$ cat src/rtl/myproject_mul_pkg.sv
// myproject_mul_pkg: shared sizing rules and the saturate/wrap narrowing helper
// used by the myproject_mul_pipe multiplier.
package myproject_mul_pkg;

  // Widest intermediate value handled by the narrowing helper.
  localparam int MAX_W = 64;

  localparam logic signed [MAX_W-1:0] WIDE_ONE  = 64'sd1;
  localparam logic signed [MAX_W-1:0] WIDE_SMAX = {1'b0, {(MAX_W-1){1'b1}}};
  localparam logic signed [MAX_W-1:0] WIDE_SMIN = {1'b1, {(MAX_W-1){1'b0}}};

  // Narrowed value (low bits meaningful) plus a flag saying the value was altered.
  typedef struct packed {
    logic [MAX_W-1:0] value;
    logic             ovf;
  } narrow_t;

  // Full product width: one spare bit so mixed-signedness products stay exact.
  function automatic int calc_prod_w(input int w0, input int w1);
    return w0 + w1 + 1;
  endfunction

  function automatic logic signed [MAX_W-1:0] signed_max(input int width);
    if (width >= MAX_W) return WIDE_SMAX;
    return (WIDE_ONE <<< (width - 1)) - WIDE_ONE;
  endfunction

  function automatic logic signed [MAX_W-1:0] signed_min(input int width);
    if (width >= MAX_W) return WIDE_SMIN;
    return -(WIDE_ONE <<< (width - 1));
  endfunction

  function automatic logic signed [MAX_W-1:0] unsigned_max(input int width);
    if (width >= MAX_W - 1) return WIDE_SMAX;
    return (WIDE_ONE <<< width) - WIDE_ONE;
  endfunction

  // Narrow a wide signed value to 'width' bits, clamping or dropping MSBs.
  // The range is signed when is_signed is set, otherwise 0..2^width-1.
  function automatic narrow_t sat_narrow(input logic signed [MAX_W-1:0] value,
                                         input int                      width,
                                         input logic                    is_signed,
                                         input logic                    sat);
    narrow_t                 r;
    logic signed [MAX_W-1:0] hi;
    logic signed [MAX_W-1:0] lo;
    logic signed [MAX_W-1:0] mask;
    hi    = is_signed ? signed_max(width) : unsigned_max(width);
    lo    = is_signed ? signed_min(width) : '0;
    mask  = unsigned_max(width);
    r.ovf = (value > hi) || (value < lo);
    if (sat && (value > hi)) begin
      r.value = hi;
    end else if (sat && (value < lo)) begin
      r.value = lo;
    end else begin
      r.value = value & mask;
    end
    return r;
  endfunction

endpackage

$ cat src/rtl/myproject_mul_pipe_ctrl.sv
// myproject_mul_pipe_ctrl: stage-valid shift register and pipeline-advance
// (ce) generation. The whole pipeline moves together or freezes together.
module myproject_mul_pipe_ctrl
  import myproject_mul_pkg::*;
#(
  parameter int NUM_STAGE = 2
) (
  input  logic i_clk,
  input  logic i_rst_n,
  input  logic i_din_valid,
  input  logic i_dout_ready,
  output logic o_din_ready,
  output logic o_ce,
  output logic o_dout_valid,
  output logic o_last_load
);

  logic [NUM_STAGE-1:0] r_valid;
  logic                 w_ce;
  logic                 w_last_in;

  assign w_ce         = ~r_valid[NUM_STAGE-1] | i_dout_ready;
  assign o_ce         = w_ce;
  assign o_din_ready  = w_ce;
  assign o_dout_valid = r_valid[NUM_STAGE-1];
  assign o_last_load  = w_ce & w_last_in;

  generate
    if (NUM_STAGE == 1) begin : g_single
      assign w_last_in = i_din_valid;
    end else begin : g_multi
      assign w_last_in = r_valid[NUM_STAGE-2];
    end
  endgenerate

  // Valid bits march one stage per advancing cycle; bubbles travel as zeros.
  always_ff @(posedge i_clk or negedge i_rst_n) begin
    if (!i_rst_n) begin
      r_valid <= '0;
    end else if (w_ce) begin
      r_valid[0] <= i_din_valid;
      for (int i = 1; i < NUM_STAGE; i++) begin
        r_valid[i] <= r_valid[i-1];
      end
    end
  end

endmodule

$ cat src/rtl/myproject_mul_pipe.sv
// myproject_mul_pipe: pipelined multiplier with valid/ready stall, arithmetic
// output shift and saturate/wrap narrowing.
// Optional accumulate mode is enabled with the macro MYPROJECT_MUL_ACC_EN.
module myproject_mul_pipe
  import myproject_mul_pkg::*;
#(
  parameter int DIN0_W      = 13,
  parameter int DIN1_W      = 11,
  parameter int DIN0_SIGNED = 0,
  parameter int DIN1_SIGNED = 0,
  parameter int DOUT_W      = 24,
  parameter int SHIFT       = 0,
  parameter int SAT         = 0,
  parameter int NUM_STAGE   = 2
) (
  input  logic              ap_clk,
  input  logic              ap_rst_n,
  input  logic              din_valid,
  output logic              din_ready,
  input  logic [DIN0_W-1:0] din0,
  input  logic [DIN1_W-1:0] din1,
`ifdef MYPROJECT_MUL_ACC_EN
  input  logic              din_first,
`endif
  output logic              dout_valid,
  input  logic              dout_ready,
  output logic [DOUT_W-1:0] dout,
  output logic              ovf
);

  localparam int   PROD_W     = calc_prod_w(DIN0_W, DIN1_W);
  localparam logic RES_SIGNED = (DIN0_SIGNED != 0) || (DIN1_SIGNED != 0);
  localparam logic SAT_EN     = (SAT != 0);

  logic                     w_ce;
  logic                     w_last_load;
  logic [DIN0_W-1:0]        w_a;
  logic [DIN1_W-1:0]        w_b;
  logic signed [PROD_W-1:0] w_mul;
  logic signed [PROD_W-1:0] w_prod_last;
  logic signed [PROD_W-1:0] w_shifted;
  logic signed [MAX_W-1:0]  w_wide;
  narrow_t                  w_nr;
  logic [DOUT_W-1:0]        w_dout_next;
  logic                     w_ovf_next;
  logic [DOUT_W-1:0]        r_dout;
  logic                     r_ovf;
  logic                     w_unused_hi;
`ifdef MYPROJECT_MUL_ACC_EN
  logic                     w_first_last;
  narrow_t                  w_acc;
`endif

  myproject_mul_pipe_ctrl #(
    .NUM_STAGE(NUM_STAGE)
  ) u_ctrl (
    .i_clk       (ap_clk),
    .i_rst_n     (ap_rst_n),
    .i_din_valid (din_valid),
    .i_dout_ready(dout_ready),
    .o_din_ready (din_ready),
    .o_ce        (w_ce),
    .o_dout_valid(dout_valid),
    .o_last_load (w_last_load)
  );

  function automatic logic signed [PROD_W-1:0] ext0(input logic [DIN0_W-1:0] v);
    logic s;
    s = (DIN0_SIGNED != 0) ? v[DIN0_W-1] : 1'b0;
    return {{(PROD_W-DIN0_W){s}}, v};
  endfunction

  function automatic logic signed [PROD_W-1:0] ext1(input logic [DIN1_W-1:0] v);
    logic s;
    s = (DIN1_SIGNED != 0) ? v[DIN1_W-1] : 1'b0;
    return {{(PROD_W-DIN1_W){s}}, v};
  endfunction

  // Reinterpret a narrowed result in the output number range (signed or not).
  function automatic logic signed [MAX_W-1:0] ext_res(input logic [DOUT_W-1:0] v);
    logic s;
    s = RES_SIGNED ? v[DOUT_W-1] : 1'b0;
    return {{(MAX_W-DOUT_W){s}}, v};
  endfunction

  generate
    if (NUM_STAGE == 1) begin : g_comb_in
      assign w_a = din0;
      assign w_b = din1;
`ifdef MYPROJECT_MUL_ACC_EN
      assign w_first_last = din_first;
`endif
    end else begin : g_reg_in
      logic [DIN0_W-1:0] r_a;
      logic [DIN1_W-1:0] r_b;

      // Stage 1 captures the operand pair whenever the pipeline advances.
      always_ff @(posedge ap_clk or negedge ap_rst_n) begin
        if (!ap_rst_n) begin
          r_a <= '0;
          r_b <= '0;
        end else if (w_ce) begin
          r_a <= din0;
          r_b <= din1;
        end
      end

      assign w_a = r_a;
      assign w_b = r_b;

`ifdef MYPROJECT_MUL_ACC_EN
      logic [NUM_STAGE-2:0] r_first;

      // The first-beat marker travels alongside its operands to the last stage.
      always_ff @(posedge ap_clk or negedge ap_rst_n) begin
        if (!ap_rst_n) begin
          r_first <= '0;
        end else if (w_ce) begin
          r_first[0] <= din_first;
          for (int i = 1; i < NUM_STAGE - 1; i++) begin
            r_first[i] <= r_first[i-1];
          end
        end
      end

      assign w_first_last = r_first[NUM_STAGE-2];
`endif
    end
  endgenerate

  assign w_mul = ext0(w_a) * ext1(w_b);

  generate
    if (NUM_STAGE <= 2) begin : g_no_mid
      assign w_prod_last = w_mul;
    end else begin : g_mid
      logic signed [PROD_W-1:0] r_prod [NUM_STAGE-2];

      // Middle stages carry the exact product toward the narrowing stage.
      always_ff @(posedge ap_clk or negedge ap_rst_n) begin
        if (!ap_rst_n) begin
          for (int i = 0; i < NUM_STAGE - 2; i++) begin
            r_prod[i] <= '0;
          end
        end else if (w_ce) begin
          r_prod[0] <= w_mul;
          for (int i = 1; i < NUM_STAGE - 2; i++) begin
            r_prod[i] <= r_prod[i-1];
          end
        end
      end

      assign w_prod_last = r_prod[NUM_STAGE-3];
    end
  endgenerate

  // Arithmetic shift on a signed value floors toward minus infinity.
  assign w_shifted = w_prod_last >>> SHIFT;
  assign w_wide    = {{(MAX_W-PROD_W){w_shifted[PROD_W-1]}}, w_shifted};
  assign w_nr      = sat_narrow(w_wide, DOUT_W, RES_SIGNED, SAT_EN);

`ifdef MYPROJECT_MUL_ACC_EN
  assign w_acc = sat_narrow(ext_res(r_dout) + ext_res(w_nr.value[DOUT_W-1:0]),
                            DOUT_W, RES_SIGNED, SAT_EN);

  // A first beat restarts the sum; later beats add onto the held result.
  always_comb begin
    w_dout_next = w_nr.value[DOUT_W-1:0];
    w_ovf_next  = w_nr.ovf;
    if (!w_first_last) begin
      w_dout_next = w_acc.value[DOUT_W-1:0];
      w_ovf_next  = w_nr.ovf | w_acc.ovf;
    end
  end

  assign w_unused_hi = ^{w_nr.value[MAX_W-1:DOUT_W], w_acc.value[MAX_W-1:DOUT_W]};
`else
  assign w_dout_next = w_nr.value[DOUT_W-1:0];
  assign w_ovf_next  = w_nr.ovf;
  assign w_unused_hi = ^w_nr.value[MAX_W-1:DOUT_W];
`endif

  // Output stage loads only for a valid slot, so dout holds over stalls and bubbles.
  always_ff @(posedge ap_clk or negedge ap_rst_n) begin
    if (!ap_rst_n) begin
      r_dout <= '0;
      r_ovf  <= 1'b0;
    end else if (w_last_load) begin
      r_dout <= w_dout_next;
      r_ovf  <= r_ovf | w_ovf_next;
    end
  end

  assign dout = r_dout;
  assign ovf  = r_ovf;

endmodule

$ cat config.mk
export PLATFORM = sky130hd
export DESIGN_NAME = myproject_mul_pipe
export DESIGN_NICKNAME = d
export VERILOG_FILES = /design/src/rtl/myproject_mul_pkg.sv /design/src/rtl/myproject_mul_pipe_ctrl.sv /design/src/rtl/myproject_mul_pipe.sv
export SDC_FILE = /design/constraint.sdc
export NUM_CORES = 1
export LEC_CHECK = 0
export BUFFER_PORTS_ARGS = -buffer_cell sky130_fd_sc_hd__buf_2
export CORE_MARGIN = 1
export CORE_UTILIZATION = 60
export CTS_CLUSTER_SIZE = 14
export DETAILED_ROUTE_END_ITERATION = 8
export PLACE_DENSITY = 0.8
export SETUP_SLACK_MARGIN = 0.15
export SYNTH_ARGS = -nofsm -noshare
export SYNTH_HDL_FRONTEND = slang
export SYNTH_SLANG_ARGS = --single-unit
$ cat constraint.sdc
create_clock -name ap_clk -period 5.77 [get_ports ap_clk]
set_input_delay 0.577 -clock ap_clk [delete_from_list [all_inputs] [get_ports ap_clk]]
set_output_delay 0.577 -clock ap_clk [all_outputs]
set_load 0.02 [all_outputs]
==> qor.yml, run 1 <==
grt_pass1_wl_mm: 24.2
setup_violations: 0
period_share_pct: 92.8
cts_tree: "built"
clk_latency_ps: 330
routed_wl_mm: 14.5
finalNonFillerCells: 868
area_delta_synth_final_pct: 6.88
crit_buf_inv: 4
synth_fp_nets: 886
drc: 0
grt.total_usage_pct: 27.8
path_clk_slew_ps: 120
yosys.area.top_type_share_pct: 29.8
end_kind: "flop"
crit_required_ps: 5960
avgSynthCellArea_um2: 9.43
synth.distinct_cells: 41
yosysTopAreaCell: "fa_1"
ys_top_cells_by_area: "fa_1, dfrtp_1, ha_1"
die_h_um: 107
synth_compound_area_share_pct: 7.15
cts_setup_buffers: 0
critPathSlowestCell: "dfrtp_1"
synth-simple-area-share_pct: 15.0
skew_ps: 15.7
cts_buffer_depth: 2
start_util_pct: 62.9
cts_buffers: 5
cts_resized: 0
max_slew_margin_pct: 54.3
postCtsHoldBufs: 0
multiInputGateArea_um2: 4690
max_freq_mhz: 187
nets: 919
critPathMaxStageDelay_ps: 550
path_max_fanout: 12
grt_setup_unrepaired: "no"
ioPinCount: 55
crit_type: "reg2reg"
drt_iter0_drc: 289
synth_most_common_cell: "inv_1"
ys.flop_type: "dfrtp_1"
synth_edf_count: 0
max_slew.worst_pin.slew_ps: 685
grt_pass1_vias: 5138
synthCells: 698
num_vias: 4878
drive_above_1_share_pct: 14.1
setup_tns_ps: 0
core_area_um2: 10500
die_area_um2: 11400
cap_viol_max_count: 0
cp-start-kind: "flop"
finalHoldViolations: 0
gp_congestion: 0.903
dp_cells: 860
crit_family: "adder cells"
timing.hold.ws_ps: 376
root_buffer: "clkbuf_8"
finalMaxSlewViolations: 0
grt-ovfl-total: 0
synthesis.area_um2: 6580
clkSinkCount: 51
layout_min_cycle_time_ps: 5350
io_buffers: 54
viasPerCell: 5.62
row_count: 37
yosys_register_bits: 51
yosysWarnings: 0
synth_common_cells: "inv_1, fa_1, nand2_1"
wl_per_cell_um: 16.7
cpMostUsedCell: "fa_1"
ys_seq_area_share_pct: 19.4
status: "finished, final reports clean"
antenna_found_initial: 0
htreeDepth: 2
min_path_type: "in2async"
grt_max_degree: 52
ant_nets: 0
path_cells: "and2_1, fa_1, inv_1, fa_1, inv_1, fa_1, fa_1, inv_1, fa_1, inv_1, ha_1, nand4_1, or3_1, o22ai_2, a21oi_1, o21ai_2, xnor2_1, o21ai_0"
n_fill_cell: 874
place_hpwl_mm: 11.5
die_width_um: 107
synth-xor-area-share_pct: 2.40
dr.pass1.iters: 5
synth_fa_ha_area_share_pct: 41.6
worstPathArrival_ps: 5540
async_flop_share_pct: 100
synthMuxAreaShare_pct: 4.96
antenna_cells: 0
synth_top_family_by_area: "adder cells"
seq_area_um2: 1280
==> metrics by stage <==
step	worst slack, ps	cell area (µm²)	util [%]
2_1_floorplan	737	6580	-
3_3_place_gp	464	6930	66.3
3_5_place_dp	325	6930	66.3
4_1_cts	242	7020	67.1
5_1_grt	167	7030	67.2
6_report	416	7030	67.2
==> kinds of logic (layout without fill, tap and decap cells) <==
| kind of cell | Yosys count | in the layout |
|---|---|---|
| muxes | 29 | 29 |
| adders and majority gates | 160 | 160 |
| and+or+nand+nor | 201 | 201 |
| AOI/OAI and AO/OA | 73 | 73 |
| xor gates and xnor gates | 18 | 18 |
| buffers and inverters | 166 | 200 |
| DFF | 51 | 51 |
==> path summary, 6_finish.rpt <==
path	end	from	depth (start not counted)	slack, ps
setup / recovery	dout[21]$_DFFE_PN0P_	g_reg_in.r_a[5]$_DFFE_PN0N_	18	420
hold / removal	dout[14]$_DFFE_PN0P_	ap_rst_n	2	380
setup reg to reg	dout[21]$_DFFE_PN0P_	g_reg_in.r_a[5]$_DFFE_PN0N_	18	420
hold reg to reg	ovf$_DFFE_PN0P_	ovf$_DFFE_PN0P_	0	390
max in group asynchronous	g_reg_in.r_b[3]$_DFFE_PN0N_	ap_rst_n	2	4910
min in group ap_clk	ovf$_DFFE_PN0P_	ovf$_DFFE_PN0P_	0	390
==> final cells by class <==
cell class / count / share of cell area [%]
multi-input combinational: 481 / 66.6
sequential: 51 / 18.2
inverter: 133 / 7.10
timing repair buffer: 59 / 4.38
tap: 136 / 2.42
clock buffer: 6 / 1.03
clock inverter: 2 / 0.231
==> cells in the final DEF, fill, tap and decap left out, types with 2 or more instances in the layout <==
cell type,instances
o211ai_1,2
buf_2,54
and2_1,78
inv_1,133
fa_1,98
clkbuf_8,5
nor2_1,9
ha_1,62
o21bai_1,3
nand4_1,3
xnor2_1,7
a21oi_1,17
a31oi_1,2
nand3_1,4
nand2b_1,4
o21a_1,4
a21boi_0,3
nor3_1,2
o21ai_0,23
mux2_2,29
dfrtp_2,3
buf_4,5
nand2_1,97
dfrtp_1,48
a21o_1,5
xor2_1,11
==> sequential cells by signal, indices dropped and copies added, names as in the netlist <==
name and flops:
dout 24, g_reg_in.r_a 13, g_reg_in.r_b 11, ovf 1
u_ctrl.r_valid 2
==> routing by layer <==
layer  share of wire (%)  global-route usage, %
met4                 3.3                   10.5
met1                  38                   33.4
met5                   0                      0
met2                  53                   50.4
met3                 5.5                   3.83
Power of run 1 is not shown: default switching activity piles up to over one toggle a cycle in this logic, so the estimate is an artifact.
==> run 2: changes to the inputs <==
Settings changed: PLACE_DENSITY 0.8 to 0.89, TNS_END_PERCENT set to 5.
==> run 2 against run 1 <==
Compared with the run above: clock-buffer cell count down 1; register-to-register slack worse by 40 ps; via count down 0.82%; critical path depth unchanged; critical path type unchanged.
==> qor.yml, run 2 (synthesis results as in run 1) <==
crit_buf_inv: 4  # unchanged
cp-start-kind: "flop"  # unchanged
finalHoldViolations: 0  # unchanged
skew_ps: 8.28  # was 15.7 ps
grt_max_degree: 52  # unchanged
finalMaxSlewViolations: 0  # unchanged
cap_viol_max_count: 0  # unchanged
max_freq_mhz: 185  # was 187 MHz
setup_tns_ps: 0  # unchanged
path_max_fanout: 14  # was 12
grt.total_usage_pct: 27.5  # was 27.8%
cts_buffers: 5  # unchanged
nets: 919  # unchanged
rr_worst_depth: 18  # unchanged
cts_buffer_depth: 2  # unchanged
io_buffers: 54  # unchanged
grt-ovfl-total: 0  # unchanged
final_common_cell: "inv_1"  # unchanged
path_clk_slew_ps: 100  # was 120 ps
drt_iter0_drc: 266  # was 289
max_slew.worst_pin.slew_ps: 694  # was 685 ps
gp_congestion: 0.949  # was 0.903
dr.pass1.iters: 6  # was 5
clk_latency_ps: 330  # about the same
clkSinkCount: 51  # unchanged
die_area_um2: 11400  # unchanged
root_buffer: "clkbuf_8"  # unchanged
start_util_pct: 62.9  # unchanged
largest_reg_flops: 24  # unchanged
cp_num_cells: 18  # unchanged
die_h_um: 107  # unchanged
critPathSlowestCell: "dfrtp_1"  # unchanged
wl_per_cell_um: 16.8  # was 16.7 µm
end_kind: "flop"  # unchanged
grt_pass1_vias: 5178  # was 5,138
core_area_um2: 10500  # unchanged
htreeDepth: 2  # unchanged
area_delta_synth_final_pct: 6.96  # was 6.88%
drive_above_1_share_pct: 14.3  # was 14.1%
antenna_found_initial: 0  # unchanged
viasPerCell: 5.57  # was 5.62
grt_setup_unrepaired: "no"  # unchanged
layout_common_cells: "inv_1, fa_1, nand2_1"  # unchanged
die_width_um: 107  # unchanged
row_count: 37  # unchanged
layout_min_cycle_time_ps: 5390  # was 5350 ps
crit_type: "reg2reg"  # unchanged
ant_nets: 0  # unchanged
cpMostUsedCell: "fa_1"  # unchanged
critPathMaxStageDelay_ps: 580  # was 550 ps
status: "finished, final reports clean"  # unchanged
postCtsHoldBufs: 0  # unchanged
ioPinCount: 55  # unchanged
cts_tree: "built"  # unchanged
worstPathArrival_ps: 5660  # was 5540 ps
antenna_cells: 0  # unchanged
crit_required_ps: 6040  # was 5960 ps
max_slew_margin_pct: 53.7  # was 54.3%
grt_pass1_wl_mm: 24.0  # was 24.2 mm
min_path_type: "in2async"  # unchanged
period_share_pct: 93.4  # was 92.8%
crit_family: "adder cells"  # unchanged
drc: 0  # unchanged
path_cells: "and2_1, fa_1, inv_1, fa_1, inv_1, fa_1, fa_1, inv_1, fa_1, inv_1, ha_1, and2_1, nand3_1, o22a_1, nand2_1, nor2_1, or4_1, nand3_1"  # was and2_1, fa_1, inv_1, fa_1, inv_1, fa_1, fa_1, inv_1, fa_1, inv_1, ha_1, nand4_1, or3_1, o22ai_2, a21oi_1, o21ai_2, xnor2_1, o21ai_0
setup_violations: 0  # unchanged
routed_wl_mm: 14.6  # was 14.5 mm
place_hpwl_mm: 11.6  # was 11.5 mm
num_vias: 4838  # was 4,878
## run 2: metal layers
metal / wire, µm / vias up / GRT usage, % / share of wire [%]
met5: 0 / - / 0 / 0
met4: 578 / 0 / 14.5 / 4.0
met1: 5510 / 2403 / 33.7 / 38
li1: - / 2208 / - / -
met3: 706 / 48 / 3.10 / 4.8
met2: 7760 / 179 / 47.9 / 53
## run 2: final cells by class
cell class / instances / area, µm²
Clock inverter: 3 / 23.8
Inverter: 133 / 499
Timing Repair Buffer: 59 / 308
Tap cell: 136 / 170
Sequential cell: 51 / 1280
Clock buffer: 5 / 68.8
Fill cell: 829 / 3420
Multi-Input combinational cell: 481 / 4690
## run 2: path summary, 6_finish.rpt
check,from,slack (ps),to
setup reg to reg,g_reg_in.r_b[6]$_DFFE_PN0N_,380,dout[18]$_DFFE_PN0P_
setup / recovery,g_reg_in.r_b[6]$_DFFE_PN0N_,380,dout[18]$_DFFE_PN0P_
max in group asynchronous,ap_rst_n,4920,g_reg_in.r_b[3]$_DFFE_PN0N_
min in group ap_clk,ovf$_DFFE_PN0P_,400,ovf$_DFFE_PN0P_
hold reg to reg,ovf$_DFFE_PN0P_,400,ovf$_DFFE_PN0P_
hold / removal,ap_rst_n,370,g_reg_in.r_b[7]$_DFFE_PN0N_
## run 2: timing repair
item,in CTS,in global routing
setup endpoints to repair,0,6
hold endpoints to repair,0,0
buffers inserted,0,0
gates resized for setup,0,5
## run 2: metrics by stage
step	worst slack (ps)	cells	cell area [µm²]	util (%)	hold slack [ps]
after floorplan	737	698	6580	-	281
after global placement	487	860	6930	66.3	360
after detailed placement	300	860	6930	66.3	371
after CTS	244	868	7030	67.2	386
after global routing	153	868	7040	67.3	412
final	379	868	7040	67.3	366
Power of run 2 is left out for the same reason.
